===== src/rtl/mips_pkg.sv =====
// Shared definitions for the multicycle MIPS CPU: default reset/halt addresses,
// the fetch-unit state encoding and the bus-to-CPU byte-order helper.
package mips_pkg;

   // Default first fetch address after reset (kseg1 boot ROM).
   localparam logic [31:0] RESET_VECTOR_DEFAULT = 32'hBFC00000;

   // Default next-fetch address that stops the CPU (a jump to 0 ends the program).
   localparam logic [31:0] HALT_ADDR_DEFAULT = 32'h00000000;

   // Every bus access is a full 32-bit word.
   localparam logic [3:0] BYTEENABLE_WORD = 4'hF;

   // Fetch addresses are always word aligned; low two bits of targets are dropped.
   localparam logic [31:0] WORD_ADDR_MASK = 32'hFFFFFFFC;

   // Sequential instruction stride in bytes.
   localparam logic [31:0] INSTR_STRIDE = 32'd4;

   // Fetch unit states: one idle cycle after reset, read, present, stopped.
   typedef enum logic [1:0] {
      ST_START = 2'd0,
      ST_FETCH = 2'd1,
      ST_HOLD  = 2'd2,
      ST_HALT  = 2'd3
   } fetch_state_t;

   // Bus byte lanes are little-endian; the CPU wants the opposite order.
   // Also used on the data-memory path.
   function automatic logic [31:0] byte_swap(input logic [31:0] w);
      return {w[7:0], w[15:8], w[23:16], w[31:24]};
   endfunction

endpackage


===== src/rtl/mips_fetch_unit.sv =====
// Instruction fetch master for the multicycle MIPS CPU.
//
// Issues one Avalon-MM read at a time from fetch_pc, byte-swaps the returned
// word and presents it to the decoder until it is accepted.
//
// Handshake rule: an instruction transfers in a cycle where instr_valid and
// instr_ready are both high. While instr_valid is high, instruction and
// instr_pc stay stable. instr_valid never depends on instr_ready.
//
// Redirect rule: redirect_valid/redirect_target are sampled only in a
// handshake cycle. The instruction that follows the branch (the delay slot)
// is always fetched and handed over. Only after that does fetch continue at
// the target. A redirect seen while handing over a delay slot is ignored,
// because a branch in a delay slot is not supported.
//
// Reaching HALT_ADDR as the next fetch address parks the unit until reset.
module mips_fetch_unit
   import mips_pkg::*;
#(
   parameter logic [31:0] RESET_VECTOR = RESET_VECTOR_DEFAULT,
   parameter logic [31:0] HALT_ADDR    = HALT_ADDR_DEFAULT
) (
   input  logic        clk,
   input  logic        rst_n,
   // Avalon-MM instruction read master
   output logic [31:0] avm_address,
   output logic        avm_read,
   output logic [3:0]  avm_byteenable,
   input  logic        avm_waitrequest,
   input  logic [31:0] avm_readdata,
   // Decoder side
   output logic [31:0] instruction,
   output logic [31:0] instr_pc,
   output logic        instr_valid,
   input  logic        instr_ready,
   input  logic        redirect_valid,
   input  logic [31:0] redirect_target,
   // Status
   output logic        active
);

   fetch_state_t state_q, state_d;
   logic [31:0]  fetch_pc_q, fetch_pc_d;
   logic [31:0]  target_q, target_d;
   logic         pending_q, pending_d;
   logic [31:0]  instruction_q, instruction_d;
   logic [31:0]  instr_pc_q, instr_pc_d;

   logic         handshake;
   logic [31:0]  seq_pc;
   logic [31:0]  next_pc;

   // State and datapath registers; reset restarts fetch at the reset vector.
   always_ff @(posedge clk or negedge rst_n) begin
      if (!rst_n) begin
         state_q       <= ST_START;
         fetch_pc_q    <= RESET_VECTOR;
         target_q      <= 32'd0;
         pending_q     <= 1'b0;
         instruction_q <= 32'd0;
         instr_pc_q    <= 32'd0;
      end else begin
         state_q       <= state_d;
         fetch_pc_q    <= fetch_pc_d;
         target_q      <= target_d;
         pending_q     <= pending_d;
         instruction_q <= instruction_d;
         instr_pc_q    <= instr_pc_d;
      end
   end

   // Next-state and Moore outputs; every target is defaulted to "hold" first.
   always_comb begin
      state_d       = state_q;
      fetch_pc_d    = fetch_pc_q;
      target_d      = target_q;
      pending_d     = pending_q;
      instruction_d = instruction_q;
      instr_pc_d    = instr_pc_q;
      avm_read      = 1'b0;
      instr_valid   = 1'b0;
      active        = 1'b0;
      handshake     = 1'b0;
      // Sequential successor wraps naturally at 2^32.
      seq_pc        = instr_pc_q + INSTR_STRIDE;
      next_pc       = seq_pc;

      case (state_q)
         ST_START: begin
            state_d = ST_FETCH;
         end

         ST_FETCH: begin
            avm_read = 1'b1;
            active   = 1'b1;
            if (!avm_waitrequest) begin
               instruction_d = byte_swap(avm_readdata);
               instr_pc_d    = fetch_pc_q;
               state_d       = ST_HOLD;
            end
         end

         ST_HOLD: begin
            instr_valid = 1'b1;
            active      = 1'b1;
            handshake   = instr_ready;
            if (handshake) begin
               if (pending_q) begin
                  // This was the delay slot: now take the saved branch target.
                  next_pc   = target_q;
                  pending_d = 1'b0;
               end else if (redirect_valid) begin
                  // Taken branch: remember target, fetch the delay slot first.
                  pending_d = 1'b1;
                  target_d  = redirect_target & WORD_ADDR_MASK;
               end
               fetch_pc_d = next_pc;
               state_d    = (next_pc == HALT_ADDR) ? ST_HALT : ST_FETCH;
            end
         end

         ST_HALT: begin
            state_d = ST_HALT;
         end

         default: begin
            state_d = ST_START;
         end
      endcase
   end

   assign avm_address    = fetch_pc_q;
   assign avm_byteenable = BYTEENABLE_WORD;
   assign instruction    = instruction_q;
   assign instr_pc       = instr_pc_q;

endmodule


===== config.mk =====
export PLATFORM = sky130hd
export DESIGN_NAME = mips_fetch_unit
export DESIGN_NICKNAME = d
export VERILOG_FILES = /design/src/rtl/mips_pkg.sv /design/src/rtl/mips_fetch_unit.sv
export SDC_FILE = /design/constraint.sdc
export NUM_CORES = 1
export LEC_CHECK = 0
export BUFFER_PORTS_ARGS = -buffer_cell sky130_fd_sc_hd__buf_4
export CAP_MARGIN = 15
export CORE_MARGIN = 2
export CORE_UTILIZATION = 47
export CTS_BUF_LIST = sky130_fd_sc_hd__clkbuf_16
export DETAILED_ROUTE_END_ITERATION = 7
export PLACE_DENSITY = 0.78
export SYNTH_ARGS = -nofsm -noshare
export SYNTH_HDL_FRONTEND = slang
export SYNTH_SLANG_ARGS = --single-unit

===== constraint.sdc =====
create_clock -name clk -period 2.45 [get_ports clk]
set_input_delay 0.245 -clock clk [delete_from_list [all_inputs] [get_ports clk]]
set_output_delay 0.245 -clock clk [all_outputs]
set_load 0.02 [all_outputs]

==> results by group <==
Floorplan
  • Rows: 41
  • Die width: 117.6 um
  • I/O pin count: 172
  • Initial Util: 48.10%
  • Core region area: ~0.013 mm2
  • DIE HEIGHT: roughly 120 um
  • Die Area: roughly 0.014 mm2

Detailed routing
  • Wirelength, routed: 16210 um
  • Routed vias/inst: 5.559
  • 1st-iter DRT viols: 321
  • Wire per inst: ~18 um
  • Antenna viol nets, final: 0
  • Vias: 4936
  • DRT Pass-1 Iters: 5
  • DRC Markers: 0

Setup path
  • CP endpoint kind: register
  • Worst Path Buf+Inv: 0
  • Slowest CP cell: or4_2
  • Nature of the critical path startpoint: register
  • Critical Path RT: 2.75 ns
  • CP cell instances: nand3_2 -> or4_2 -> or4_1 -> a31oi_1 -> a21oi_1 -> nand4_1 -> o21ai_1
  • Arrival @ worst endpoint: 2.72 ns
  • Crit path kind: register to register
  • Crit path max fanout: 6
  • CP delay by family, top: simple AND/OR/NAND/NOR gates
  • Max incr delay on CP: 0.75 ns

Cells and area
  • Final instance area: 0.008392 mm2
  • Area Overhead vs Synth: 38.26%
  • Filler cell count: 984
  • Commonest non-fill, non-tap cells in the layout: buf_4, dfrtp_1, mux2_2
  • Share of cells above drive strength 1: 50.98%
  • Number of antenna diodes: 0
  • NumNets Final: just under 800
  • Commonest non-fill, non-tap cell in the layout: buf_4

Synthesis
  • Synth unique cells: 57
  • Sequential area share after synthesis: 53.37%
  • Mapped cell area: 0.006070 mm2
  • Ys flop type: dfrtp_1
  • Largest family of logic cells by synthesized area: multiplexers
  • Avg Cell Area, Syn: 11.92 um2
  • Mux contribution to synthesized area: 20.63%
  • Post-synth EDFFs: 0
  • FFs w/ async S/R, synth: 100.0%
  • Yosys top cell by area: dfrtp_1
  • Synthesized flop and latch total: 129
  • Synth Warn #: 0
  • Synth area leaders: dfrtp_1, mux2_2, dfstp_2, nand2_1, o21ai_0
  • Area share of and/or/nand/nor cells after synthesis: 12.39%
  • Synth Area in Compound Gates: between 7 and 8%
  • Synth Area in Adders: 1.031%
  • Synth top area share: 49.47%
  • Synth Area in XOR/XNOR: 1.587%
  • Post-Synthesis Cells: a little over 500

Timing
  • Setup total negative slack: 0 ns
  • Rel. slew slack: 48.96%
  • Fin crit share: a little over nine tenths
  • Worst slew pin tran: 0.7657 ns
  • Unrepaired setup endpoints after global routing: true
  • Fin. Hold Viols: 0
  • Clock Skew: 0.007499 ns
  • Max Slew Vio Count: 0
  • Final min period: 2.420 ns
  • Setup-failing EPs final: 0
  • Fmax: 0.4132 GHz

Pwr
  • Seq pwr share: between 30% and 40%
  • Max IR drop VDD: about 0.9 mV
  • Internal power: 7.553 mW
  • Sw Share: 37.82%
  • Psw: about 4.6 mW
  • Power share of the clock group: 22.0%
  • Comb power frac: 44.4%
  • Cell area power density: 1447 mW/mm2
  • P_leak: just under 4 nW
  • Total power: 12.15 mW

Placed design
  • Post-DP HPWL: 11690 um
  • PortBufs: 165
  • Cell Area, Placed: 0.007682 mm2
  • Routability cong.: about 0.88

Global route
  • Vias in the first global route: slightly above 5k
  • First-pass GRT wire length: 26330 um
  • GRT Residual Overflow: 0
  • Largest net degree at the start of global routing: 59
  • Antenna violations before repair: 0
  • GRT Overall Usage: 24.14%

Clocking
  • CTS sink cnt: approximately 130
  • CTS tree: yes
  • Longest Clk Path Bufs: 2
  • CTS clk-pin slew, worst paths: 0.05 ns
  • Root buffer cell: clkbuf_16
  • H-tree depth: 4
  • Clock latency on the worst-skew pair: 0.42 ns
  • Inserted Clock Buffers: 17

Worst hold path
  • HP Class: primary input to register

Run
  • Max-cap viol count: 0

Run status
  • Status: finished clean
==> path summary, 6_finish.rpt <==
path | startpoint | endpoint | slack [ns] | depth (start not counted)
worst max-delay path | instr_pc[4]$_DFFE_PN0P_ | state_q[1]$_DFFE_PN0P_ | 0.03 | 7
worst min-delay path | avm_readdata[0] | instruction[24]$_DFFE_PN0P_ | 0.05 | 2
worst max register to register | instr_pc[4]$_DFFE_PN0P_ | state_q[1]$_DFFE_PN0P_ | 0.03 | 7
worst min register to register | avm_address[31]$_DFFE_PN1P_ | avm_address[31]$_DFFE_PN1P_ | 0.50 | 2
max in group asynchronous | rst_n | instr_pc[21]$_DFFE_PN0P_ | 1.31 | 3
min in group asynchronous | rst_n | target_q[31]$_DFFE_PN0P_ | 0.44 | 2
==> layer usage <==
| layer | routed length [um] | global-route usage [%] |
|---|---|---|
| met3 | 1404 | 9.787 |
| met5 | 0 | 0 |
| met1 | 6596 | 29.49 |
| met2 | 7885 | 38.99 |
| met4 | 329 | 7.982 |
==> area by class of cell <==
class	instances	area, um2	share of cell area [%]
Clock buffer	17	425.4	5.069
Clock inverter	15	198.9	2.371
Sequential cell	129	3243	38.65
Tap cell	172	215.2	2.564
Multi-Input combinational cell	343	2720	32.41
Timing Repair Buffer	204	1559	18.58
Inverter	8	30.03	0.3578
==> state kept, by name, indices dropped and copies added, names as in the netlist <==
name / count
target_q: 30
pending_q: 1
state_q: 2
instr_pc: 32
instruction: 32
avm_address: 32
==> cell usage after synthesis, types with 7 or more instances <==
master and instances:
a31oi_1 7, clkbuf_1 17, dfrtp_1 120, dfstp_2 9, inv_1 8, mux2_2 105, mux2i_1 7, nand2_1 44
nand3_1 14, nand4_1 11, nor2_1 16, nor3_1 7, nor4_1 9, o21ai_0 29, o31ai_1 11, or4_1 8
xnor2_1 8
==> metrics by stage <==
step	std cells	util [%]	hold slack [ns]	setup WS, ns
after global placement	852	60.88	0.3611	0.02765
after CTS	888	66.40	0.03805	0.03126
after detailed placement	852	60.88	0.3691	-0.02579
after global routing	888	66.50	0.03902	-0.08959
after floorplan	512	-	-0.05059	0.02816
final	888	66.50	0.05242	0.02958
==> what timing repair did <==
item,4_1_cts,5_1_grt
hold buffers,1,0
hold endpoints to repair,46,0
resized for setup,6,2
pin swaps,2,2
setup endpoints to repair,1,2
setup buffers,3,0
==> logic make-up (layout without fill, tap and decap cells) <==
| family | Yosys count | in the layout |
|---|---|---|
| flops | 129 | 129 |
| compound gates | 73 | 73 |
| simple gates | 138 | 138 |
| buf+inv | 40 | 244 |
| other cells | 1 | 4 |
| xor+xnor | 11 | 11 |
| mux | 112 | 112 |
| fa+ha+maj | 5 | 5 |
==> power groups by stage <==
| stage | sequential (mW) | combinational [mW] | clock (mW) |
|---|---|---|---|
| after floorplan | 4.75 | 2.29 | 0 |
| after detailed placement | 4.06 | 5.28 | 0 |
| after global routing | 4.20 | 5.80 | 2.81 |
| final | 4.07 | 5.40 | 2.68 |
| after CTS | 4.06 | 5.39 | 2.72 |
| after global placement | 4.01 | 5.18 | 0 |
Note: power is estimated with default switching activity, not from simulation.
